--- src/rtl/maxpool2d_seq.sv ---
// ---------------------------------------------------------------------------
// maxpool2d_seq : channel sequencer for the 2x2 max-pool/ReLU engine.
// On one accepted start it pools C channels of a WxH map held in a source
// BRAM, one channel at a time: pulses the engine start, streams one pixel per
// cycle into the engine and writes every valid pooled result to a destination
// BRAM.
//
// Ports
//   i_clk / i_rst                clock, asynchronous active-low reset
//   i_start                      start pulse (sampled only when idle)
//   i_width/i_height/i_channels  job geometry, latched at start
//   i_src_base / i_dst_base      word address of channel 0 pixel 0 / result 0
//   o_rd_en/o_rd_addr/i_rd_data  source BRAM port (read latency 1)
//   o_mp_*  / i_mp_*             pooling engine control, pixel and result
//   o_wr_en/o_wr_addr/o_wr_data  destination BRAM port (registered)
//   o_ch_idx                     channel currently being pooled
//   o_busy / o_done / o_err      job status (o_err sticky until next start)
// ---------------------------------------------------------------------------
module maxpool2d_seq #(
  parameter int DATA_WIDTH = 16,
  parameter int ADDR_WIDTH = 16,
  parameter int CH_WIDTH   = 8,
  parameter int MAX_WIDTH  = 52
) (
  input  logic                  i_clk,
  input  logic                  i_rst,
  input  logic                  i_start,
  input  logic [8:0]            i_width,
  input  logic [8:0]            i_height,
  input  logic [CH_WIDTH-1:0]   i_channels,
  input  logic [ADDR_WIDTH-1:0] i_src_base,
  input  logic [ADDR_WIDTH-1:0] i_dst_base,
  output logic                  o_rd_en,
  output logic [ADDR_WIDTH-1:0] o_rd_addr,
  input  logic [DATA_WIDTH-1:0] i_rd_data,
  output logic                  o_mp_start,
  output logic [8:0]            o_mp_width,
  output logic [8:0]            o_mp_height,
  output logic [DATA_WIDTH-1:0] o_mp_data,
  input  logic [DATA_WIDTH-1:0] i_mp_data,
  input  logic                  i_mp_valid,
  input  logic                  i_mp_done,
  output logic                  o_wr_en,
  output logic [ADDR_WIDTH-1:0] o_wr_addr,
  output logic [DATA_WIDTH-1:0] o_wr_data,
  output logic [CH_WIDTH-1:0]   o_ch_idx,
  output logic                  o_busy,
  output logic                  o_done,
  output logic                  o_err
);

  localparam logic [2:0] S_IDLE   = 3'd0;
  localparam logic [2:0] S_CHK    = 3'd1;
  localparam logic [2:0] S_START  = 3'd2;
  localparam logic [2:0] S_STREAM = 3'd3;
  localparam logic [2:0] S_DRAIN  = 3'd4;
  localparam logic [2:0] S_FIN    = 3'd5;

  localparam logic [8:0]            MAX_W9  = 9'(MAX_WIDTH);
  localparam logic [ADDR_WIDTH-1:0] ADDR_ONE = ADDR_WIDTH'(1);
  localparam logic [CH_WIDTH-1:0]   CH_ONE   = CH_WIDTH'(1);

  logic [2:0]            state_q, state_d;
  logic [8:0]            w_q, w_d, h_q, h_d;
  logic [CH_WIDTH-1:0]   c_q, c_d, ch_q, ch_d;
  logic [ADDR_WIDTH-1:0] src_q, src_d, dst_q, dst_d;
  logic [ADDR_WIDTH-1:0] rd_ptr_q, rd_ptr_d, wr_ptr_q, wr_ptr_d;
  logic [17:0]           pix_q, pix_d, res_q, res_d;
  logic                  err_q, err_d;
  logic                  wr_en_q;
  logic [DATA_WIDTH-1:0] wr_data_q;

  logic [17:0]           npix, nres, res_total;
  logic [CH_WIDTH-1:0]   ch_nxt;
  logic                  cfg_bad, rd_en, mp_start, done;

  assign npix      = 18'(w_q) * 18'(h_q);
  assign nres      = 18'(w_q[8:1]) * 18'(h_q[8:1]);
  // A result arriving together with done still belongs to this channel.
  assign res_total = res_q + 18'(i_mp_valid);
  assign ch_nxt    = ch_q + CH_ONE;
  assign cfg_bad   = (w_q == '0) || (h_q == '0) || (c_q == '0) ||
                     w_q[0] || h_q[0] || (w_q > MAX_W9);

  always_comb begin
    state_d  = state_q;
    w_d      = w_q;
    h_d      = h_q;
    c_d      = c_q;
    src_d    = src_q;
    dst_d    = dst_q;
    ch_d     = ch_q;
    rd_ptr_d = rd_ptr_q;
    wr_ptr_d = wr_ptr_q;
    pix_d    = pix_q;
    res_d    = res_q;
    err_d    = err_q;
    rd_en    = 1'b0;
    mp_start = 1'b0;
    done     = 1'b0;

    // Write path runs in every state; CHK re-bases the pointer afterwards.
    if (wr_en_q) wr_ptr_d = wr_ptr_q + ADDR_ONE;
    if (i_mp_valid) res_d = res_q + 18'd1;
    if (i_mp_done && (state_q != S_STREAM) && (state_q != S_DRAIN)) err_d = 1'b1;

    case (state_q)
      S_IDLE: begin
        if (i_start) begin
          w_d     = i_width;
          h_d     = i_height;
          c_d     = i_channels;
          src_d   = i_src_base;
          dst_d   = i_dst_base;
          err_d   = 1'b0;
          state_d = S_CHK;
        end
      end
      S_CHK: begin
        if (cfg_bad) begin
          err_d   = 1'b1;
          done    = 1'b1;
          state_d = S_IDLE;
        end else begin
          rd_ptr_d = src_q;
          wr_ptr_d = dst_q;
          ch_d     = '0;
          res_d    = '0;
          state_d  = S_START;
        end
      end
      S_START: begin
        mp_start = 1'b1;
        rd_en    = 1'b1;
        rd_ptr_d = rd_ptr_q + ADDR_ONE;
        pix_d    = 18'd1;
        state_d  = S_STREAM;
      end
      S_STREAM: begin
        // pix_q counts reads issued; the cycle after the last read still
        // carries the final pixel, then the stream closes.
        if (pix_q != npix) begin
          rd_en    = 1'b1;
          rd_ptr_d = rd_ptr_q + ADDR_ONE;
          pix_d    = pix_q + 18'd1;
        end else begin
          state_d = S_DRAIN;
        end
      end
      S_DRAIN: begin
        if (i_mp_done) begin
          if (res_total != nres) err_d = 1'b1;
          res_d = '0;
          if (ch_nxt == c_q) begin
            state_d = S_FIN;
          end else begin
            ch_d    = ch_nxt;
            state_d = S_START;
          end
        end
      end
      S_FIN: begin
        done    = 1'b1;
        state_d = S_IDLE;
      end
      default: state_d = S_IDLE;
    endcase
  end

  always_ff @(posedge i_clk or negedge i_rst) begin
    if (!i_rst) begin
      state_q   <= S_IDLE;
      w_q       <= '0;
      h_q       <= '0;
      c_q       <= '0;
      src_q     <= '0;
      dst_q     <= '0;
      ch_q      <= '0;
      rd_ptr_q  <= '0;
      wr_ptr_q  <= '0;
      pix_q     <= '0;
      res_q     <= '0;
      err_q     <= 1'b0;
      wr_en_q   <= 1'b0;
      wr_data_q <= '0;
    end else begin
      state_q   <= state_d;
      w_q       <= w_d;
      h_q       <= h_d;
      c_q       <= c_d;
      src_q     <= src_d;
      dst_q     <= dst_d;
      ch_q      <= ch_d;
      rd_ptr_q  <= rd_ptr_d;
      wr_ptr_q  <= wr_ptr_d;
      pix_q     <= pix_d;
      res_q     <= res_d;
      err_q     <= err_d;
      wr_en_q   <= i_mp_valid;
      wr_data_q <= i_mp_data;
    end
  end

  assign o_rd_en     = rd_en;
  assign o_rd_addr   = rd_ptr_q;
  assign o_mp_start  = mp_start;
  assign o_mp_width  = w_q;
  assign o_mp_height = h_q;
  assign o_mp_data   = (state_q == S_STREAM) ? i_rd_data : '0;
  assign o_wr_en     = wr_en_q;
  assign o_wr_addr   = wr_ptr_q;
  assign o_wr_data   = wr_data_q;
  assign o_ch_idx    = ch_q;
  assign o_busy      = (state_q != S_IDLE) && !done;
  assign o_done      = done;
  assign o_err       = err_q;

endmodule

--- config.mk ---
export PLATFORM = sky130hd
export DESIGN_NAME = maxpool2d_seq
export DESIGN_NICKNAME = d
export VERILOG_FILES = /design/src/rtl/maxpool2d_seq.sv
export SDC_FILE = /design/constraint.sdc
export NUM_CORES = 1
export LEC_CHECK = 0
export CORE_MARGIN = 2
export CORE_UTILIZATION = 55
export CTS_CLUSTER_DIAMETER = 30
export CTS_CLUSTER_SIZE = 40
export DETAILED_ROUTE_END_ITERATION = 10
export HOLD_SLACK_MARGIN = 0.06
export PLACE_DENSITY = 0.82
export SYNTH_ARGS = -nofsm -noshare
export SYNTH_HDL_FRONTEND = slang
export SYNTH_SLANG_ARGS = --single-unit
--- constraint.sdc ---
create_clock -name i_clk -period 9.3 [get_ports i_clk]
set_clock_uncertainty 0.2 [all_clocks]
set_input_delay 1.86 -clock i_clk [delete_from_list [all_inputs] [get_ports i_clk]]
set_output_delay 1.86 -clock i_clk [all_outputs]
set_load 0.005 [all_outputs]
==> flow_metrics.env, run 1 <==
export IMPL_pre_cts_ws_ps=1330
export IMPL_syn_to_final_growth_pct=22.1
export IMPL_cts_resized=0
export IMPL_synth_simple_area_share=0.183
export IMPL_finalSetupViolCount=0
export IMPL_synth_fa_ha_area_frac=0.181
export IMPL_port_buffers=190
export IMPL_synthDistinctLibCells=75
export IMPL_wl_um=31600
export IMPL_clk_path_buf_depth=2
export IMPL_period_share=0.914
export IMPL_async_flop_share=1.00
export IMPL_rsz0062_at_grt="false"
export IMPL_initial_core_util=0.563
export IMPL_dp_hpwl_um=23900
export IMPL_dr_pass1_iters=5
export IMPL_cts_tree="yes"
export IMPL_ys_warn_count=0
export IMPL_critPathCaptureType="output pin"
export IMPL_clkLatencyLatePin_ps=430
export IMPL_fp_dieH_um=151
export IMPL_hp_class="reg2reg"
export IMPL_ios=191
export IMPL_gp_congestion=0.866
export IMPL_post_cts_buffers=0
export IMPL_nets=1636
export IMPL_max_freq_mhz=118
export IMPL_grt_max_degree=85
export IMPL_grtUsageTotal=0.284
export IMPL_clk_pin_slew_ps=70
export IMPL_num_vias=9786
export IMPL_htree_levels=4
export IMPL_ys_flop_type="dfrtp_1"
export IMPL_critical_path_class="reg2out"
export IMPL_cts_root_buf="clkbuf_16"
export IMPL_grt_pass1_wl_um=50400
export IMPL_synthMuxAreaShare=0.0635
export IMPL_cts_hold_buf=0
export IMPL_tns_ps=0
export IMPL_cap_violations=0
export IMPL_synth_top_family_by_area="simple AND/OR/NAND/NOR gates"
export IMPL_routedWlPerCell_um=18.6
export IMPL_cp_arrival_ps=6440
export IMPL_grt_pass1_vias=9934
export IMPL_synth_nets=1483
export IMPL_via_per_inst=5.77
export IMPL_antenna_left=0
export IMPL_drc=0
export IMPL_hold_ws_ps=290
export IMPL_period_needed_ps=8500
export IMPL_ys_seq_area_frac=0.327
export IMPL_cts_made_buffers=17
export IMPL_synth_compound_area_share=0.105
export IMPL_std_cell_rows=53
export IMPL_nFillCells=1595
export IMPL_hold_violations=0
export IMPL_synth_seq_cells=155
export IMPL_status="completed"
export IMPL_worst_slack_ps=797
export IMPL_antenna_cells=0
export IMPL_die_w_um=151
export IMPL_drtIter0Drc=564
export IMPL_finalMaxSlewViolations=0
export IMPL_die_area_sq_um=22800
export IMPL_max_slew_worst_pin_slew_ps=1190
export IMPL_synth_xor_area_frac=0.0768
export IMPL_drive_gt1_frac=0.0844
export IMPL_antenna_found_initial=0
export IMPL_crit_fanout=35
export IMPL_fp_coreArea_sq_um=21100
export IMPL_syn_avg_cell_area_sq_um=9.44
export IMPL_overflow=0
export IMPL_synthesis_area_sq_um=11900
export IMPL_slew_limit_headroom=0.184
export IMPL_netlist_instances=1256
export IMPL_cts_sinks=155
export IMPL_cp_start_kind="register"
export IMPL_worstPathRequired_ps=7240
export IMPL_synth_edf_count=0
Yosys cell counts (9+ instances only):
master	number	area, sq um
a21o_1	12	90.1
xnor2_1	62	543
and2_1	53	332
nor2_1	78	293
nor2b_1	9	56.3
nand4_1	21	131
nor3_1	23	115
clkbuf_1	50	188
dfrtp_1	155	3880
ha_1	66	826
xor2_1	42	368
o31ai_1	10	75.1
mux2_2	58	653
fa_1	66	1320
nand3_1	47	235
o211ai_1	10	75.1
inv_1	124	465
nor4_1	9	56.3
o21ai_0	41	205
a21oi_1	56	280
nand2_1	90	338
or4_1	14	105
and3_1	34	213
cell type report:
type | count | area [sq um] | share of cell area
Inverter | 124 | 465 | 0.0321
Clock buffer | 17 | 425 | 0.0294
Clock inverter | 15 | 163 | 0.0112
Timing Repair Buffer | 198 | 1960 | 0.136
Sequential cell | 155 | 3880 | 0.268
Multi-Input combinational cell | 913 | 7240 | 0.500
Tap cell | 275 | 344 | 0.0238
kinds of logic (layout without fill, tap and decap cells):
family,after synthesis,in the layout
adders and majority gates,132,132
AOI/OAI and AO/OA,193,193
xor gates and xnor gates,104,104
DFF,155,155
muxes,67,67
buffers and inverters,188,354
and+or+nand+nor,417,417
cells in the final DEF (no fill, tap or decap), types with 9 or more instances in the layout:
master	synthesis	layout
or4_1	14	14
ha_1	66	66
dfrtp_1	155	155
clkdlybuf4s50_1	0	189
fa_1	66	66
xor2_1	42	42
nand3_1	47	47
nor3_1	23	22
xnor2_1	62	62
and3_1	34	34
nor4_1	9	9
a21oi_1	56	55
o21ai_0	41	41
and2_1	53	53
o211ai_1	10	10
inv_1	124	124
o31ai_1	10	10
mux2_2	58	58
clkbuf_16	0	17
nand2_1	90	90
nor2_1	78	78
nand4_1	21	21
a21o_1	12	12
per-stage QoR:
step | utilization | area, sq um | std cells
after CTS | 0.687 | 14500 | 1697
after global placement | 0.659 | 13900 | 1665
after floorplan | - | 11900 | 1256
after detailed placement | 0.659 | 13900 | 1665
after global routing | 0.687 | 14500 | 1697
final | 0.687 | 14500 | 1697
final timing paths:
kind | startpoint | end | slack (ps) | cells past startpoint
setup / recovery | o_mp_width[3] | o_rd_en | 800 | 17
hold / removal | dst_q[13] | o_wr_addr[13] | 290 | 2
setup reg to reg | o_mp_width[3] | pix_q[9] | 2970 | 17
hold reg to reg | dst_q[13] | o_wr_addr[13] | 290 | 2
max in group asynchronous | i_rst | o_wr_addr[2] | 6210 | 2
min in group asynchronous | i_rst | res_q[10] | 1250 | 1
state kept, by name, summed over array words and instances (netlist names):
register / cells
o_ch_idx: 8
state_q: 3
o_wr_addr: 16
src_q: 16
res_q: 18
o_mp_width: 9
o_err: 1
o_mp_height: 9
o_wr_en: 1
dst_q: 16
pix_q: 18
o_wr_data: 16
c_q: 8
o_rd_addr: 16
metal layers:
metal,routed length [um],up-vias,part of all wire,track usage
met5,0,-,0,0
met2,16100,315,0.51,0.494
met4,509,0,0.016,0.0720
li1,-,4584,-,-
met1,12900,4851,0.41,0.358
met3,2130,36,0.067,0.0651
critical path: stages (launching register included):
cell and delay [ps]:
dfrtp_1 530, and2_1 230, fa_1 580, inv_1 80
fa_1 500, fa_1 520, fa_1 560, inv_1 50
ha_1 380, a21oi_2 290, o211ai_2 140, nand4_1 140
mux2_4 310, or4_4 600, o21ai_4 170, buf_4 340
inv_1 100, clkdlybuf4s50_1 470
Power of run 1 is not shown: default switching activity piles up to over one toggle a cycle in this logic, so the estimate is an artifact.
==> run 2: changes to the inputs <==
- HOLD_SLACK_MARGIN: 0.06 -> not set
==> results of run 2 <==
No change in the layout: final DEF, timing and power equal those of run 1.
Power of run 2 is left out for the same reason.
